**config.mk**
```make
export PLATFORM = sky130hd
export DESIGN_NAME = cla_serial_adder
export DESIGN_NICKNAME = d
export VERILOG_FILES = /design/src/rtl/cla_serial_adder_pkg.sv /design/src/rtl/cla_serial_adder_slice.sv /design/src/rtl/cla_serial_adder.sv
export SDC_FILE = /design/constraint.sdc
export NUM_CORES = 1
export LEC_CHECK = 0
export BUFFER_PORTS_ARGS = -buffer_cell sky130_fd_sc_hd__buf_4
export CORE_UTILIZATION = 40
export CTS_BUF_LIST = sky130_fd_sc_hd__clkbuf_4 sky130_fd_sc_hd__clkbuf_8 sky130_fd_sc_hd__clkbuf_16
export CTS_CLUSTER_DIAMETER = 80
export DETAILED_ROUTE_END_ITERATION = 8
export SYNTH_ARGS = -nofsm -noshare
export SYNTH_HDL_FRONTEND = slang
export SYNTH_SLANG_ARGS = --single-unit
```
**constraint.sdc**
```tcl
create_clock -name clk -period 2 [get_ports clk]
set_input_delay 0 -clock clk [delete_from_list [all_inputs] [get_ports clk]]
set_output_delay 0 -clock clk [all_outputs]
set_load 0.05 [all_outputs]
```
**src/rtl/cla_serial_adder_pkg.sv**
```systemverilog
// Shared types and constants for the nibble-serial CLA adder.
package cla_serial_adder_pkg;

   typedef enum logic [1:0] {
      IDLE = 2'd0,
      RUN  = 2'd1,
      DONE = 2'd2
   } state_t;

   localparam int NIBBLE_W = 4;

   // Nibble counter width; one bit minimum so the vector is never zero-width.
   function automatic int cnt_width(input int nib);
      return (nib > 1) ? $clog2(nib) : 1;
   endfunction

endpackage

```
**src/rtl/cla_serial_adder_slice.sv**
```systemverilog
// 4-bit carry look-ahead slice: generate/propagate terms with a carry-in.
module cla_slice_4bit
   import cla_serial_adder_pkg::*;
(
   input  logic [NIBBLE_W-1:0] x,
   input  logic [NIBBLE_W-1:0] y,
   input  logic                c_in,
   output logic [NIBBLE_W-1:0] s,
   output logic                c_out
);

   logic [NIBBLE_W-1:0] p;
   logic [NIBBLE_W-1:0] g;
   logic [NIBBLE_W:0]   c;

   assign p = x ^ y;
   assign g = x & y;

   // Every carry is a flat sum of products of g/p and c_in; no ripple inside the slice.
   assign c[0] = c_in;
   assign c[1] = g[0] | (p[0] & c_in);
   assign c[2] = g[1] | (p[1] & g[0]) | (p[1] & p[0] & c_in);
   assign c[3] = g[2] | (p[2] & g[1]) | (p[2] & p[1] & g[0]) | (p[2] & p[1] & p[0] & c_in);
   assign c[4] = g[3] | (p[3] & g[2]) | (p[3] & p[2] & g[1]) | (p[3] & p[2] & p[1] & g[0])
               | (p[3] & p[2] & p[1] & p[0] & c_in);

   assign s     = p ^ c[NIBBLE_W-1:0];
   assign c_out = c[NIBBLE_W];

endmodule

```
**src/rtl/cla_serial_adder.sv**
```systemverilog
// Multi-cycle WIDTH-bit adder reusing one 4-bit CLA slice per nibble, LSB first,
// with a registered carry between nibbles and a ready/valid handshake.
module cla_serial_adder
   import cla_serial_adder_pkg::*;
#(
   parameter int WIDTH = 16
)
(
   input  logic             clk,
   input  logic             rst_n,
   input  logic             in_valid,
   output logic             in_ready,
   input  logic [WIDTH-1:0] a,
   input  logic [WIDTH-1:0] b,
   input  logic             cin,
   output logic             out_valid,
   input  logic             out_ready,
   output logic [WIDTH-1:0] sum,
   output logic             cout,
   output logic             busy
);

   localparam int            NIB  = WIDTH / NIBBLE_W;
   localparam int            CW   = cnt_width(NIB);
   localparam logic [CW-1:0] LAST = CW'(NIB - 1);

   state_t               state;
   state_t               state_nx;
   logic [WIDTH-1:0]     a_sh;
   logic [WIDTH-1:0]     b_sh;
   logic [WIDTH-1:0]     sum_r;
   logic                 cout_r;
   logic                 carry;
   logic [CW-1:0]        cnt;
   logic [NIBBLE_W-1:0]  nib_s;
   logic                 nib_c;

   cla_slice_4bit u_slice (
      .x     (a_sh[NIBBLE_W-1:0]),
      .y     (b_sh[NIBBLE_W-1:0]),
      .c_in  (carry),
      .s     (nib_s),
      .c_out (nib_c)
   );

   // NOTE: sequential state uses non-blocking assignments so every register
   // samples pre-edge values regardless of block evaluation order.
   always_ff @(posedge clk) begin
      if (!rst_n) state <= IDLE;
      else        state <= state_nx;
   end

   // NOTE: the default assignment first keeps this block free of inferred latches.
   always_comb begin
      state_nx = state;
      unique case (state)
         IDLE:    if (in_valid)    state_nx = RUN;
         RUN:     if (cnt == LAST) state_nx = DONE;
         DONE:    if (out_ready)   state_nx = IDLE;
         default:                  state_nx = IDLE;
      endcase
   end

   // in_ready depends on state only, so a DONE->IDLE edge never also accepts.
   always_comb begin
      in_ready  = 1'b0;
      out_valid = 1'b0;
      busy      = 1'b0;
      unique case (state)
         IDLE:    in_ready  = 1'b1;
         RUN:     busy      = 1'b1;
         DONE: begin
            out_valid = 1'b1;
            busy      = 1'b1;
         end
         default: in_ready  = 1'b0;
      endcase
   end

   always_ff @(posedge clk) begin
      if (!rst_n) begin
         sum_r  <= '0;
         cout_r <= 1'b0;
         carry  <= 1'b0;
         cnt    <= '0;
      end else begin
         unique case (state)
            IDLE: if (in_valid) begin
               carry <= cin;
               cnt   <= '0;
            end
            RUN: begin
               sum_r <= {nib_s, sum_r[WIDTH-1:NIBBLE_W]};
               carry <= nib_c;
               cnt   <= cnt + CW'(1);
               if (cnt == LAST) cout_r <= nib_c;
            end
            default: ;
         endcase
      end
   end

   // NOTE: the operand shift registers carry no reset; they are always reloaded
   // on acceptance before being consumed.
   always_ff @(posedge clk) begin
      if (state == IDLE && in_valid) begin
         a_sh <= a;
         b_sh <= b;
      end else if (state == RUN) begin
         a_sh <= {{NIBBLE_W{1'b0}}, a_sh[WIDTH-1:NIBBLE_W]};
         b_sh <= {{NIBBLE_W{1'b0}}, b_sh[WIDTH-1:NIBBLE_W]};
      end
   end

   assign sum  = sum_r;
   assign cout = cout_r;

endmodule
```
Yosys cells after proc, flatten, opt, wreduce, memory -nomap -nowiden --
Index checks and enable logic that the tools add are counted. W data, S select, Z words.
Storage, ports and cells: register bits 54, bits of input ports 37, output and inout bits 20, logic and storage cells 66
Cells by class: add/sub/neg operators 1, eq/ne operators 6, muxes and demuxes 15, bitwise logic cells 29, reductions and logical operators 8
Operators with widths (number):
- $mux W16 | 4
- $and A1 B1 Y1 | 16
- $or A1 B1 Y1 | 10
- $mux W2 | 4
- $xor A4 B4 Y4 | 2
- $ne A2 B2 Y1 const B | 3
- $pmux W2 S3 | 1
- $and A4 B4 Y4 | 1
- $eq A2 B2 Y1 const B | 2
- $mux W1 | 4
- $pmux W2 S2 | 1
- $reduce_and A2 Y1 | 2
- $reduce_bool A2 Y1 | 2
- $reduce_and A3 Y1 | 1
- $add A2 B1 Y2 const B | 1
- $eq A2 B1 Y1 const B | 1
- $logic_not A2 Y1 | 1
- $pmux W1 S2 | 1
- $reduce_or A2 Y1 | 1
- $logic_and A1 B1 Y1 | 1

Logic depth before layout (Yosys ltp) --
Gate-level depths: netlist (run 1).
word-level depth 7, mapped depth 6, depth with buffers taken out 6

By module --
From an unflattened synthesis (run 1), not the netlist that was laid out.
Second synthesis, totals: cell total of the unflattened synthesis 177, area total of the unflattened synthesis 2473.6 µm²
Modules (own cells, without submodules):
- cla_serial_adder | instances 1, cells each 160, area an instance 2326.0 µm², seq. area each 1401.3 µm²
- cla_slice_4bit | instances 1, cells each 17, area an instance 147.6 µm², seq. area each 0.0 µm²

Least setup slack after synthesis (run 1) --
Ideal clock, no wire load.
path kind register to register, from reg state[0], to reg a_sh[0] (enable), setup time 0.389 ns, arrival time 2.037 ns, required time 1.611 ns, slack -0.427 ns, stages on the path, launching flop included 6, path buffers 1, clock period less this slack 2.427 ns, cells stage by stage dfxtp_1 inv_1 ha_1 nand2_4 buf_4 nand2_1
Between the ends: cells in the longest elaborated chain, start to end 3, elaborated cells between the ends (all ways) 4, classes of those cells 1 x eq/ne; 3 x reduce/logical
Ends and longest elaborated chain:
- from (decl) | line cla_serial_adder.sv:27 | state_t state;
- from (signal assigned) | line cla_serial_adder.sv:50 | else state <= state_nx;
- $logic_not A2 Y1 | line cla_serial_adder.sv:106 | if (state == IDLE && in_valid) begin
- $logic_and A1 B1 Y1 | line cla_serial_adder.sv:106
- $reduce_bool A2 Y1 (no line) (*)
- to (signal assigned) | line cla_serial_adder.sv:110 | a_sh <= {{NIBBLE_W{1'b0}}, a_sh[WIDTH-1:NIBBLE_W]};
- to (decl) | line cla_serial_adder.sv:29 | logic [WIDTH-1:0] a_sh;
Every way passes the cells marked *; elsewhere a longest branch is shown, timed or not. A chain may end at the register's enable or synchronous reset.

Final worst setup path (run 1) --
from reg state[0], to reg b_sh[2] (data pin)
Between the ends: cells in the longest elaborated chain, start to end 3
Ends and longest elaborated chain:
- $logic_not A2 Y1 | line cla_serial_adder.sv:106
- $logic_and A1 B1 Y1 | line cla_serial_adder.sv:106
- $mux W16 | line cla_serial_adder.sv:106
- to (signal assigned) | line cla_serial_adder.sv:111 | b_sh <= {{NIBBLE_W{1'b0}}, b_sh[WIDTH-1:NIBBLE_W]};
- to (decl) | line cla_serial_adder.sv:30 | logic [WIDTH-1:0] b_sh;
No other way between the ends.

==> results of run 1 <==
==> cells by family (layout without fill, tap and decap cells) <==
logic type,after synthesis,after routing,share of synthesized area
buffers and inverters,16,105,0.0333
and+or+nand+nor,47,47,0.113
AOI/OAI and AO/OA,15,15,0.0502
muxes,38,38,0.168
DFF,54,54,0.573
xor gates and xnor gates,1,1,0.00358
adders and majority gates,11,11,0.0594
==> final cells by class <==
type	count	area (µm²)	share of cell area
clock buffer	5	68.8	0.0204
multi-input combinational	112	967	0.287
inverter	7	26.3	0.00780
tap	75	93.8	0.0278
sequential	54	1400	0.416
clock inverter	3	47.5	0.0141
timing repair buffer	90	766	0.227
==> Yosys cell counts <==
cell,instances
a211oi_2,1
a21boi_1,1
a21oi_1,3
a31oi_1,1
a32oi_1,1
and3_1,8
buf_2,2
buf_4,3
buf_6,1
clkbuf_1,3
dfxtp_1,22
edfxtp_1,32
fa_1,1
ha_1,10
inv_1,6
inv_2,1
mux2_1,19
mux2_2,5
mux2i_1,14
nand2_1,8
nand2_4,1
nand2b_1,1
nand2b_2,1
nand3_1,1
nand4b_1,2
nor2_1,6
nor2b_1,16
nor3_1,1
nor3b_2,1
o211a_1,1
o211ai_1,1
o21ai_0,1
o21ai_1,1
o221a_4,1
o221ai_1,1
o22a_1,1
o31ai_1,1
or2_0,1
xor2_1,1
==> critical path, cell delays in order (launching register included) <==
cell     delay (ns)
dfxtp_1        0.40
inv_1          0.10
ha_2           0.21
nand2_4        0.28
mux2_2         0.37
==> state kept, by name (all words and copies together) (netlist names) <==
signal  flops
sum        16
carry       1
a_sh       16
state       2
b_sh       16
cnt         2
cout        1
==> report_power, final <==
| group | total [µW] | internal (µW) | switching [µW] |
|---|---|---|---|
| Sequential | 1930 | 1770 | 164 |
| Clock | 754 | 380 | 374 |
| Combinational | 1940 | 836 | 1110 |
==> metrics by stage <==
stage	worst slack, ns	power (µW)
2_1_floorplan	0.0798	3400
3_3_place_gp	0.429	3860
3_5_place_dp	0.405	3890
4_1_cts	0.373	4700
5_1_grt	0.308	4930
6_report	0.376	4630
==> routing by layer <==
metal,track usage,vias up,wire [µm]
met5,0,-,0
met4,0.0536,0,51
met3,0.0341,6,204
met2,0.260,43,2230
met1,0.173,760,1920
li1,-,829,-
==> worst max-delay path by stage <==
stage                        start  endpoint  slack [ns]  cells after the start
after floorplan           state[0]   a_sh[0]        0.08                      5
after global placement    state[0]   b_sh[0]        0.43                      4
after detailed placement  state[0]   b_sh[0]        0.41                      4
after CTS                 state[0]   b_sh[2]        0.37                      4
after global routing      state[0]   b_sh[0]        0.31                      4
final                     state[0]   b_sh[2]        0.38                      4
==> repair_timing <==
| item | in CTS | in global routing |
|---|---|---|
| hold buffers | 31 | 0 |
| hold endpoints to repair | 31 | 0 |
| setup buffers | 0 | 0 |
==> impl_metrics.toml, run 1 <==
[detailed_routing]
drt_wl_total_um = 4400
num_vias = 1638
drt-initial-drc-count = 52
ant_nets = 0
viasPerCell = 4.73
drc = 0
firstDrtPassIters = 4
avgRoutedWirePerCell_um = 12.7

[synthesis]
syn_area_mm2 = 0.00244
ys_types = 39
yosysWarningCount = 0
syn_nets = 230
synth.yosys.seq_area_share = 0.573
synthesis.instances = 182
synth_top_area_share = 0.393
ys_ff_latch = 54
netlist_top_cells_area = "edfxtp_1 39%, dfxtp_1 18%, mux2_1 8.8%, mux2i_1 5.7%, ha_1 5.1%"
yosys.area.top_type = "edfxtp_1"
syn_area_per_cell_um2 = 13.4

[timing]
drv_slew = 0
max-slew-margin-rel = 0.767
rsz0062_at_grt = "false"
finClkSkew_ns = 0.0142
whs_ns = 0.00573
finalCritPeriodShare = 0.812
hold_violations = 0
fin_crit_ns = 1.62
setup_viol = 0
setup_tns_ns = 0
fmax_mhz = 616
worstMarginPinSlew_ns = 0.349

[floorplanning]
coreArea_mm2 = 0.00592
ios = 57
die_x_um = 80.2
initial_core_util = 0.413
rows = 28
fp.dieH_um = 80.2
die-area_mm2 = 0.00643

[clock_tree]
cts-root-buf = "clkbuf_8"
clock_sinks = 54
cts_buffer_depth = 2
cts_resized = 0
clock_latency_ns = 0.31
cts_buffers = 5
ctsHtreeMaxLevel = 2
clk_pin_slew_ns = 0.11
cts_tree = "done"

[hold_path]
hold_path_end = "b_sh[12]"
worstHoldStart = "b[12]"
hold_class = "in2reg"
worst_hold_path.num_cells = 2

[run_status]
status = "finished clean"

[critical_path]
criticalPathCategory = "reg2reg"
reg2reg_to = "b_sh[2]"
reg2reg_slack_ns = 0.38
critPathRequiredTime_ns = 2.06
cp_max_fo = 26
arrival_ns = 1.69
cp-end-kind = "register"
ff2ff_path_depth = 4
crit-reg2reg-launch = "state[0]"
crit_path_start_kind = "register"

[placed_design]
dpl_cell_area_mm2 = 0.00294
hpwl_um = 2930
port_buffers = 56
dp_cells = 307
place_congestion = 0.676

[global_route]
antenna_found_initial = 0
grt_usage = 0.147
grt_overflow_total = 0
grt_max_degree = 33
first_global_vias = 1615
grt_pass1_wl_um = 7160

[finish]
final_cells = 346
final_area_mm2 = 0.00337
layout_commonest_cell = "buf_4"
drive_gt1_frac = 0.295
nNetsFinal = 318
final_util = 0.569
area_growth_pct = 37.9
fillers = 487
mostFrequentLayoutCells = "58 x buf_4, 32 x edfxtp_1, 31 x dlygate4sd3_1"
diodes = 0

[power]
p_per_area_mw_per_mm2 = 1370
p_leak_uw = 0.00139
max-vdd-ir-drop_mv = 0.679

[flow_run]
cap_violations = 0
(Power assumes the default switching activity.)
==> run 2, diff against run 1 <==
- clock period: 2 -> 1.6 ns (I/O delays scaled with it)
==> run 2 against run 1 <==
Effect of this change:
- worst hold slack gained 0.011 ns
- critical path depth grew 1
- utilization shrank 0.57 points
- critical endpoint is now b_sh[11]
==> impl_metrics.toml, run 2 (synthesis results as in run 1) <==
[run_status]
status = "finished clean"

[clock_tree]
cts_buffer_depth = 2
clock_sinks = 54
cts_tree = "done"
cts_buffers = 5
cts-root-buf = "clkbuf_8"
clock_latency_ns = 0.31
ctsHtreeMaxLevel = 2
clk_pin_slew_ns = 0.10

[floorplanning]
rows = 28
fp.dieH_um = 80.2
initial_core_util = 0.413
coreArea_mm2 = 0.00592
ios = 57
die_x_um = 80.2
die-area_mm2 = 0.00643

[critical_path]
reg2reg_to = "b_sh[11]"
ff2ff_path_depth = 5
critical_path.endpoint = "b_sh[11]"
cp-end-kind = "register"
crit_path_start_kind = "register"
reg2reg_slack_ns = 0.08
critPathRequiredTime_ns = 1.66
arrival_ns = 1.58
crit_start = "state[1]"
cp_max_fo = 10
crit-reg2reg-launch = "state[1]"
criticalPathCategory = "reg2reg"

[finish]
diodes = 0
drive_gt1_frac = 0.310
mostFrequentLayoutCells = "60 x buf_4, 32 x edfxtp_1, 26 x dlygate4sd3_1"
area_growth_pct = 36.5
nNetsFinal = 315
layout_commonest_cell = "buf_4"
final_util = 0.564
final_area_mm2 = 0.00334
final_cells = 343

[detailed_routing]
drt_wl_total_um = 4560
viasPerCell = 4.78
drt-initial-drc-count = 111
firstDrtPassIters = 4
dr.max_layer_used = "met4"
wl_met3_um = 220
num_vias = 1638
ant_nets = 0
drc = 0
wl_met2_um = 2210
met1_length_um = 2080
avgRoutedWirePerCell_um = 13.3

[global_route]
grt_overflow_total = 0
grt_max_degree = 33
grt_usage = 0.150
antenna_found_initial = 0
first_global_vias = 1527
grt_pass1_wl_um = 7130

[power]
intPower_uw = 3630
netSwitchingFraction = 0.364
p_leak_uw = 0.00137
sequentialPowerShare = 0.424
p_per_area_mw_per_mm2 = 1710
power_frac_comb = 0.441
max-vdd-ir-drop_mv = 0.747
clockPowerShare = 0.135
netSwitchingPower_uw = 2080

[timing]
finalCritPeriodShare = 0.950
timing.final.ws_setup_ns = 0.0793
fin_crit_ns = 1.52
worstMarginPinSlew_ns = 0.268
drv_slew = 0
finClkSkew_ns = 0.0116
setup_viol = 0
setup_tns_ns = 0
rsz0062_at_grt = "false"
fmax_mhz = 658
max-slew-margin-rel = 0.821
hold_violations = 0

[hold_path]
hold_class = "in2reg"

[placed_design]
hpwl_um = 3070
place_congestion = 0.713
dpl_cell_area_mm2 = 0.00298
port_buffers = 56
dp_cells = 309
pre_cts_slack_ns = 0.0516

[flow_run]
cap_violations = 0
[run 2: layer usage]
layer  vias up  GRT usage
met2        45      0.248
met5         -          0
met1       764      0.190
met4         0     0.0482
li1        823          -
met3         6     0.0386
[run 2: worst min-delay path by stage]
stage / start / endpoint / depth (start not counted)
after detailed placement: b[5] / b_sh[5] / 2
final: a[14] / a_sh[14] / 2
after global routing: b[3] / b_sh[3] / 2
after global placement: b[9] / b_sh[9] / 2
after CTS: b[14] / b_sh[14] / 2
after floorplan: a[10] / a_sh[10] / 1
[run 2: cell type report]
| class | instances | area, µm² |
|---|---|---|
| clock buffers | 6 | 76.3 |
| clock inverters | 2 | 13.8 |
| fillers | 509 | 2580 |
| inverters | 7 | 28.8 |
| multi-input cells | 112 | 991 |
| flip-flops and latches | 54 | 1400 |
| well taps | 75 | 93.8 |
| repair buffers | 87 | 731 |
[run 2: worst max-delay path, cell delays in order, from the launching register on]
cell,delay (ns)
dfxtp_1,0.36
inv_1,0.11
ha_4,0.20
nand2_4,0.07
buf_4,0.19
mux2_1,0.35
[run 2: power groups by stage]
stage	Sequential, µW	Combinational, µW	Clock, µW
2_1_floorplan	2560	1780	0
3_3_place_gp	2440	2460	0
3_5_place_dp	2460	2490	0
4_1_cts	2430	2550	786
5_1_grt	2480	2750	858
6_report	2420	2520	770
[run 2: timing repair]
| item | CTS | global route |
|---|---|---|
| setup endpoints to repair | 0 | 12 |
| setup buffers | 0 | 0 |
| resized for setup | 0 | 2 |
| endpoints found under the hold margin | 24 | 2 |
| hold buffers | 24 | 2 |
[run 2: through the flow]
step	power (µW)	hold slack, ns
2_1_floorplan	4340	0.201
6_report	5710	0.0166
5_1_grt	6090	0.00219
4_1_cts	5760	0.000410
3_5_place_dp	4950	0.288
3_3_place_gp	4900	0.285
==> run 3, diff against run 2 <==
- GPL_TIMING_DRIVEN: default -> 0
==> run 3 against run 2 <==
Effect of this change:
- maximum frequency up 0.50%
- setup slack better by 0.0076 ns
- clock skew down 0.0030 ns
- register-to-register slack about the same
- power up 4.1%
- clock power up 21%
- global-route usage up 0.90 points
- non-clock buffer count up 7
- largest power group unchanged
==> impl_metrics.toml, run 3 (synthesis results as in run 1) <==
[floorplanning]
initial_core_util = 0.413
die_x_um = 80.2
ios = 57
die-area_mm2 = 0.00643
rows = 28
fp.dieH_um = 80.2
coreArea_mm2 = 0.00592

[critical_path]
criticalPathCategory = "reg2reg"
reg2reg_slack_ns = 0.09
crit_path_start_kind = "register"
crit-reg2reg-launch = "state[1]"
cp_max_fo = 10
cp-end-kind = "register"
critPathRequiredTime_ns = 1.65
reg2reg_to = "a_sh[2]"
ff2ff_path_depth = 5
arrival_ns = 1.57

[clock_tree]
ctsHtreeMaxLevel = 2
cts-root-buf = "clkbuf_8"
clock_sinks = 54
cts_buffer_depth = 2
clock_latency_ns = 0.31
clk_pin_slew_ns = 0.10
cts_tree = "done"
cts_buffers = 5

[detailed_routing]
drt-initial-drc-count = 54
wl_met2_um = 2270
met1_length_um = 2120
drt_wl_total_um = 4670
firstDrtPassIters = 4
avgRoutedWirePerCell_um = 13.3
dr.max_layer_used = "met4"
drc = 0
ant_nets = 0
viasPerCell = 4.77
num_vias = 1668
wl_met3_um = 193

[timing]
rsz0062_at_grt = "false"
fin_crit_ns = 1.51
drv_slew = 0
fmax_mhz = 661
whs_ns = 0.0117
finalCritPeriodShare = 0.946
finClkSkew_ns = 0.00864
hold_violations = 0
setup_viol = 0
worstMarginPinSlew_ns = 0.430
max-slew-margin-rel = 0.713

[global_route]
grt_pass1_wl_um = 7510
grt_max_degree = 33
antenna_found_initial = 0
grt_usage = 0.159
first_global_vias = 1619
grt_overflow_total = 0

[power]
max-vdd-ir-drop_mv = 0.809
p_leak_uw = 0.00140
p_per_area_mw_per_mm2 = 1730

[run_status]
status = "finished clean"

[finish]
nNetsFinal = 322
diodes = 0
area_growth_pct = 40.4
mostFrequentLayoutCells = "55 x buf_4, 32 x edfxtp_1, 31 x dlygate4sd3_1"
final_area_mm2 = 0.00343
layout_commonest_cell = "buf_4"
drive_gt1_frac = 0.313
fillers = 511
final_util = 0.580

[hold_path]
worstHoldStart = "b[13]"
hold_path_end = "b_sh[13]"
worst_hold_path.num_cells = 2
hold_class = "in2reg"

[flow_run]
cap_violations = 0

[placed_design]
dpl_cell_area_mm2 = 0.00297
place_congestion = 0.726
port_buffers = 54
hpwl_um = 3090
## run 3: how the worst max path moves through the flow
| stage | from | to | slack (ns) | cells past startpoint |
|---|---|---|---|---|
| 6_report | state[1] | a_sh[2] | 0.09 | 5 |
| 5_1_grt | state[1] | a_sh[2] | 0.01 | 5 |
| 4_1_cts | state[1] | a_sh[2] | -0.01 | 5 |
| 3_5_place_dp | state[0] | a_sh[4] | -0.07 | 5 |
| 3_3_place_gp | state[0] | a_sh[4] | -0.05 | 5 |
| 2_1_floorplan | state[0] | a_sh[10] | 0.02 | 5 |
## run 3: critical path, stage by stage, from the launching register on
cell and delay [ns]:
dfxtp_1 0.38, inv_2 0.08, ha_4 0.20, nand2_8 0.10, buf_12 0.15, mux2_1 0.33
## run 3: report_power, final
group	switching, µW	internal [µW]	leakage (µW)	total (µW)
logic	1490	1110	0.000846	2600
clock network	445	484	0.0000548	929
registers	194	2220	0.000497	2410
## run 3: through the flow
step                cells  setup slack, ns  power (µW)  TNS [ns]
floorplan             182           0.0199        4340         0
global placement      311          -0.0527        4890    -0.331
global route          350           0.0105        6340         0
CTS                   350          -0.0126        5970   -0.0228
detailed placement    311          -0.0714        4930    -0.731
finish                350           0.0868        5940         0
## run 3: what timing repair did
action / 4_1_cts / 5_1_grt
hold buffers: 31 / 0
cloned: 0 / 0
resized for setup: 4 / 7
endpoints found under the setup margin: 19 / 56
endpoints found under the hold margin: 31 / 0
setup buffers: 0 / 0
## run 3: routing by layer
| metal | up-vias | GRT usage |
|---|---|---|
| met1 | 781 | 0.193 |
| met5 | - | 0 |
| li1 | 838 | - |
| met3 | 7 | 0.0443 |
| met2 | 42 | 0.265 |
| met4 | 0 | 0.0643 |
## run 3: area by class of cell
cell class                 count  area, µm²  area share
multi-input combinational    112       1010       0.293
clock buffer                   6       76.3      0.0222
inverter                       7       26.3     0.00765
timing repair buffer          85        716       0.208
buffer                         9       75.1      0.0219
tap                           75       93.8      0.0273
sequential                    54       1400       0.409
clock inverter                 2       37.5      0.0109
